===== src/rtl/f16_fmac_dot_seq.sv =====
// f16_fmac_dot_seq
// Sequences an FP16 dot product (sum of x[i]*y[i], plus z_init) through an
// external combinational FMAC. Operand pairs are registered onto the FMAC
// x/y ports. The accumulator drives the FMAC z port. Each FMAC result is
// folded back into the accumulator. The block itself does no arithmetic on
// the FP16 words.
//
// Handshake rule for both streams: a transfer happens on the rising edge
// where valid and ready are both high. Ready and valid are decoded from the
// state register only, so neither one depends combinationally on its partner.
module f16_fmac_dot_seq #(
  parameter int LEN_W = 8
) (
  input  logic             clk_i,
  input  logic             rst_i,
  input  logic             start_i,
  input  logic [LEN_W-1:0] len_i,
  input  logic [15:0]      z_init_i,
  input  logic             abort_i,
  output logic             busy_o,
  input  logic             in_valid_i,
  output logic             in_ready_o,
  input  logic [15:0]      in_x_i,
  input  logic [15:0]      in_y_i,
  output logic [15:0]      fmac_x_o,
  output logic [15:0]      fmac_y_o,
  output logic [15:0]      fmac_z_o,
  input  logic [15:0]      fmac_result_i,
  output logic             out_valid_o,
  input  logic             out_ready_i,
  output logic [15:0]      out_data_o,
  output logic [LEN_W-1:0] out_count_o,
  output logic [1:0]       dbg_state_o
);

  typedef enum logic [1:0] {
    S_IDLE  = 2'd0,
    S_FETCH = 2'd1,
    S_ACC   = 2'd2,
    S_DONE  = 2'd3
  } state_e;

  state_e           state_q, state_d;
  logic [15:0]      acc_q, acc_d;
  logic [15:0]      x_q, x_d;
  logic [15:0]      y_q, y_d;
  logic [LEN_W-1:0] rem_q, rem_d;
  logic [LEN_W-1:0] cnt_q, cnt_d;

  // State and datapath registers; async reset discards any partial job.
  always_ff @(posedge clk_i or posedge rst_i) begin
    if (rst_i) begin
      state_q <= S_IDLE;
      acc_q   <= '0;
      x_q     <= '0;
      y_q     <= '0;
      rem_q   <= '0;
      cnt_q   <= '0;
    end else begin
      state_q <= state_d;
      acc_q   <= acc_d;
      x_q     <= x_d;
      y_q     <= y_d;
      rem_q   <= rem_d;
      cnt_q   <= cnt_d;
    end
  end

  // Next-state and datapath update. Abort overrides everything and freezes
  // the accumulator and count so the last partial values stay observable.
  always_comb begin
    state_d = state_q;
    acc_d   = acc_q;
    x_d     = x_q;
    y_d     = y_q;
    rem_d   = rem_q;
    cnt_d   = cnt_q;
    if (abort_i) begin
      state_d = S_IDLE;
    end else begin
      case (state_q)
        S_IDLE: begin
          if (start_i) begin
            acc_d = z_init_i;
            cnt_d = '0;
            if (len_i != '0) begin
              rem_d   = len_i;
              state_d = S_FETCH;
            end else begin
              state_d = S_DONE;
            end
          end
        end
        S_FETCH: begin
          if (in_valid_i) begin
            x_d     = in_x_i;
            y_d     = in_y_i;
            state_d = S_ACC;
          end
        end
        S_ACC: begin
          // The FMAC settles on the registered operands during this cycle.
          acc_d   = fmac_result_i;
          rem_d   = rem_q - LEN_W'(1);
          cnt_d   = cnt_q + LEN_W'(1);
          state_d = (rem_q == LEN_W'(1)) ? S_DONE : S_FETCH;
        end
        S_DONE: begin
          if (out_ready_i) state_d = S_IDLE;
        end
        default: state_d = S_IDLE;
      endcase
    end
  end

  assign busy_o      = (state_q != S_IDLE);
  assign in_ready_o  = (state_q == S_FETCH);
  assign out_valid_o = (state_q == S_DONE);
  assign fmac_x_o    = x_q;
  assign fmac_y_o    = y_q;
  assign fmac_z_o    = acc_q;
  assign out_data_o  = acc_q;
  assign out_count_o = cnt_q;
  assign dbg_state_o = state_q;

endmodule


===== config.mk =====
export PLATFORM = sky130hd
export DESIGN_NAME = f16_fmac_dot_seq
export DESIGN_NICKNAME = d
export VERILOG_FILES = /design/src/rtl/f16_fmac_dot_seq.sv
export SDC_FILE = /design/constraint.sdc
export NUM_CORES = 1
export LEC_CHECK = 0
export CORE_ASPECT_RATIO = 2
export CORE_UTILIZATION = 30
export DETAILED_ROUTE_END_ITERATION = 12
export PLACE_DENSITY_LB_ADDON = 0.1
export SLEW_MARGIN = 30
export SYNTH_ARGS = -nofsm -noshare
export SYNTH_HDL_FRONTEND = slang
export SYNTH_SLANG_ARGS = --single-unit

===== constraint.sdc =====
create_clock -name clk_i -period 6 [get_ports clk_i]
set_clock_uncertainty 0.05 [all_clocks]
set_input_delay 0.6 -clock clk_i [delete_from_list [all_inputs] [get_ports clk_i]]
set_output_delay 0.6 -clock clk_i [all_outputs]
set_load 0.02 [all_outputs]

-- Word level (Yosys, flattened, before mapping)
Cells that the tools add are included.
- flip-flop bits (word level): 66
- output and inout port bits: 77
- word-level logic and storage cells: 40
- $add $sub $neg: 2
- equality and inequality tests: 9
- bitwise gates (word level): 1
- multiplexer cells: 14
- reductions and logical operators: 8
- operators with widths (operator ; count):
    16-bit case mux with 2 select lines ; 1
    8-bit case mux with 2 select lines ; 2
    8-bit 2-to-1 mux ; 3
    16-bit 2-to-1 mux ; 1
    2-bit 2-to-1 mux ; 6
    3-bit AND reduction ; 3
    8-bit by 1-bit adder with 8-bit output, second input constant ; 1
    8-bit by 1-bit equality test with 1-bit output, second input constant ; 1
    2-bit case mux with 4 select lines ; 1
    8-bit nonzero test ; 1
    8-bit by 1-bit subtractor with 8-bit output, second input constant ; 1
    3-bit != test, second input constant ; 2
    2-bit equality test, second input constant ; 2
    2-bit != test, second input constant ; 2
    4-bit AND reduction ; 1
    2-bit nonzero test ; 2
    3-bit by 2-bit != test with 1-bit output, second input constant ; 1
    2-bit by 1-bit equality test with 1-bit output, second input constant ; 1
    2-bit zero test ; 1
    1-bit NOT ; 1

-- Longest topological paths before layout
- depth after elaboration: 5
- gate-level depth with buffers: 7

-- Least setup slack after synthesis
Ideal clock, no wire load.
- path kind: input -> register
- from: input port len_i[6]
- to: register rem_q[3]
- setup slack: 4.107 ns
- buffers on the path: 0
- data arrival time: 1.714 ns
- data required time: 5.821 ns
- stages: 4
- cells stage by stage: or4_1 > nor3_4 > or2_4 > o21ai_1
- cells in the longest elaborated chain, start to end: 3
- ends and longest elaborated chain (element ; line ; RTL):
    from (decl) ; 17 ; input logic [LEN_W-1:0] len_i,
    8-bit nonzero test ; 86 ; if (len_i != '0) begin
    2-bit != test (no source line) ; - ;
    4-bit AND reduction (no source line) ; - ;
    to (signal assigned) ; 64 ; rem_q <= rem_d;
    to (decl) ; 47 ; logic [LEN_W-1:0] rem_q, rem_d;
No other way between the ends.
A chain may end at the register's enable or synchronous reset.

-- Worst setup path after layout
- from: register state_q[1], in the netlist dbg_state_o[1]
- to: output port busy_o
- cells in the longest elaborated chain, start to end: 1
- ends and longest elaborated chain (element ; line ; RTL):
    from (decl) ; 43 ; state_e state_q, state_d;
    from (signal assigned) ; 60 ; state_q <= state_d;
    2-bit nonzero test ; 116 ; assign busy_o = (state_q != S_IDLE);
    to (decl) ; 20 ; output logic busy_o,
No other way between the ends.

==> impl_metrics.yaml <==
power_and_ir_drop:
  vdd_drop_max_mv: 0.162
  leakage_nw: 2.02
  power.density_nw_per_um2: 392
  finalPower_mw: 1.98
synthesis:
  synth-seq-cells: 66
  synthCells: 279
  synth_simple_gate_area_frac: 0.109
  synth_xor_area_frac: 0
  synth_warnings: 0
  syn-cell-area_um2: 3130
  synth_nets: 360
  synth_top_family_by_area: "multiplexers"
  synth.distinct_cells: 43
  synthMuxAreaShare: 0.166
  synth_fa_ha_area_frac: 0.0120
  seq_area_frac_synth: 0.528
  yosysTopAreaCellShare: 0.528
  synth_area_leaders: "dfrtp_1, mux2_2, mux2i_1"
  synth.largest_area_cell: "dfrtp_1"
  synth-compound-area-share: 0.121
  synth_area_per_cell_um2: 11.2
timing:
  post-route-period-util: 0.434
  setup_ws_ns: 3.40
  final_max_slew_viol_count: 0
  tightest_slew_ns: 0.726
  relSlewSlack: 0.513
  whs_ns: 0.443
  min_period_ns: 2.60
  rsz0062_at_grt: "no"
  tns_ns: 0
  hold_viol_final: 0
  fmax_ghz: 0.384
  setup_viol: 0
global_route:
  grt_overflow: 0
  grt_pass1_vias: 2688
  antenna_found_initial: 0
  grt_max_degree: 67
  track_usage: 0.160
  grt_pass1_wl_um: 13100
die:
  rows: 52
  chipHeight_um: 146
  pin_count: 155
  start_util: 0.308
  die_x_um: 74.2
  coreArea_um2: 10100
  die_area_um2: 10900
critical_path:
  critPathLaunchType: "flip-flop"
  critical_path_required_ns: 5.35
  crit_path_top_delay_cell: "dfrtp_1"
  critPathMaxFanout: 17
  max_stage_delay_ns: 0.69
  end_kind: "output pin"
  path_cells: "or2_2 -> clkdlybuf4s50_1"
  path_class: "reg2out"
  crit_arrival_ns: 1.95
placed_design:
  io_buffers: 154
  dpl_cell_area_um2: 4720
  place_congestion: 0.793
  place_ws_ns: 3.50
  dp_hpwl_um: 6090
  dp_cells: 542
routing:
  routed_via_density: 4.75
  drt_first_pass_iters: 4
  ant_nets: 0
  drt_iter0_markers: 86
  totalWireLength_um: 8220
  drc: 0
  wire_per_inst_um: 14.7
  dr_total_vias: 2655
final_layout:
  drive_gt1_frac: 0.144
  syn_to_final_growth_pct: 61.1
  regArea_um2: 1650
  fin_nets: 500
  diodes: 0
  finalInstanceArea_um2: 5040
  fillCellCount: 975
  multiInputGateArea_um2: 1290
  stdcell_count: 559
  final_core_util: 0.496
clock_tree:
  ctsHoldBuffers: 0
  cts_resized: 0
  clk_latency_ns: 0.33
  cts_root_buffer: "clkbuf_16"
  cts.clk_slew.worst_paths_ns: 0.06
  htreeDepth: 3
  cts.path.max_buffers: 2
  cts_sinks: 66
  tritoncts: "built"
  cts_inserted_buffers: 9
  cts_setup_buffers: 0
run:
  drv_cap: 0
hold_path:
  hold_class: "reg2reg"
outcome:
  status: "finished, final reports clean"
-- path summary, 6_finish.rpt --
path                                      from      endpoint  slack [ns]  cells past startpoint
min in group asynchronous                rst_i   fmac_y_o[6]        0.55                      3
worst max-delay path            dbg_state_o[1]        busy_o        3.40                      2
worst max register to register  dbg_state_o[1]  fmac_z_o[15]        3.91                      4
worst min-delay path               fmac_x_o[2]   fmac_x_o[2]        0.44                      1
max in group asynchronous                rst_i   fmac_z_o[9]        4.82                      4
worst min register to register     fmac_x_o[2]   fmac_x_o[2]        0.44                      1
-- critical path, delay by kind of cell (launching register included) --
| family | cells | cell delay (ns) |
|---|---|---|
| buffers and inverters | 1 | 0.64 |
| DFF | 1 | 0.69 |
| and+or+nand+nor | 1 | 0.29 |
-- Yosys cell counts, drive strengths merged --
library cell / number
a211oi: 2
a21oi: 4
a221o: 1
a22oi: 1
a2bb2oi: 3
a31oi: 2
a32oi: 1
and2: 4
and3: 1
and4b: 1
buf: 23
clkbuf: 7
dfrtp: 66
ha: 3
inv: 4
mux2: 32
mux2i: 16
nand2: 25
nand2b: 4
nand3: 3
nand3b: 1
nand4: 1
nor2: 11
nor2b: 2
nor3: 8
nor4: 1
o21a: 2
o21ai: 34
o221ai: 1
o22ai: 2
o31ai: 5
o32ai: 1
o41ai: 2
or2: 2
or3: 1
or4: 2
-- layout by cell type, fill, tap and decap left out, drive strengths merged, types with 3 or more instances in the layout --
cell	n
a21oi	4
a2bb2oi	3
and2	4
buf	5
clkbuf	9
clkdlybuf4s50	154
clkinv	5
dfrtp	66
ha	3
inv	4
mux2	32
mux2i	16
nand2	25
nand2b	4
nand3	3
nor2	11
nor3	8
o21ai	34
o31ai	5
-- registers in the layout (all words and copies together), names as in the netlist --
| register | flops |
|---|---|
| fmac_y_o | 16 |
| rem_q | 8 |
| out_count_o | 8 |
| fmac_x_o | 16 |
| dbg_state_o | 2 |
| fmac_z_o | 16 |
-- final cells by class --
class	instances	area share
Multi-Input combinational cell	179	0.256
Inverter	4	0.00298
Tap cell	135	0.0335
Clock buffer	9	0.0447
Clock inverter	7	0.0139
Sequential cell	66	0.328
Timing Repair Buffer	159	0.321
-- cell families after synthesis --
logic type,Yosys count
DFF,66
buffers and inverters,34
and+or+nand+nor,67
AOI/OAI and AO/OA,61
muxes,48
adders and majority gates,3
-- where the power goes --
| group | internal (mW) | switching, mW | total [mW] |
|---|---|---|---|
| Sequential | 0.582 | 0.0925 | 0.675 |
| Clock | 0.320 | 0.193 | 0.513 |
| Combinational | 0.417 | 0.370 | 0.787 |
-- routing by layer --
| metal | part of all wire | vias up | track usage |
|---|---|---|---|
| met1 | 0.38 | 1240 | 0.171 |
| met2 | 0.50 | 130 | 0.266 |
| met5 | 0 | - | 0 |
| met4 | 0.046 | 0 | 0.109 |
| li1 | - | 1263 | - |
| met3 | 0.067 | 22 | 0.0414 |
Note: power is estimated with default switching activity, not from simulation.
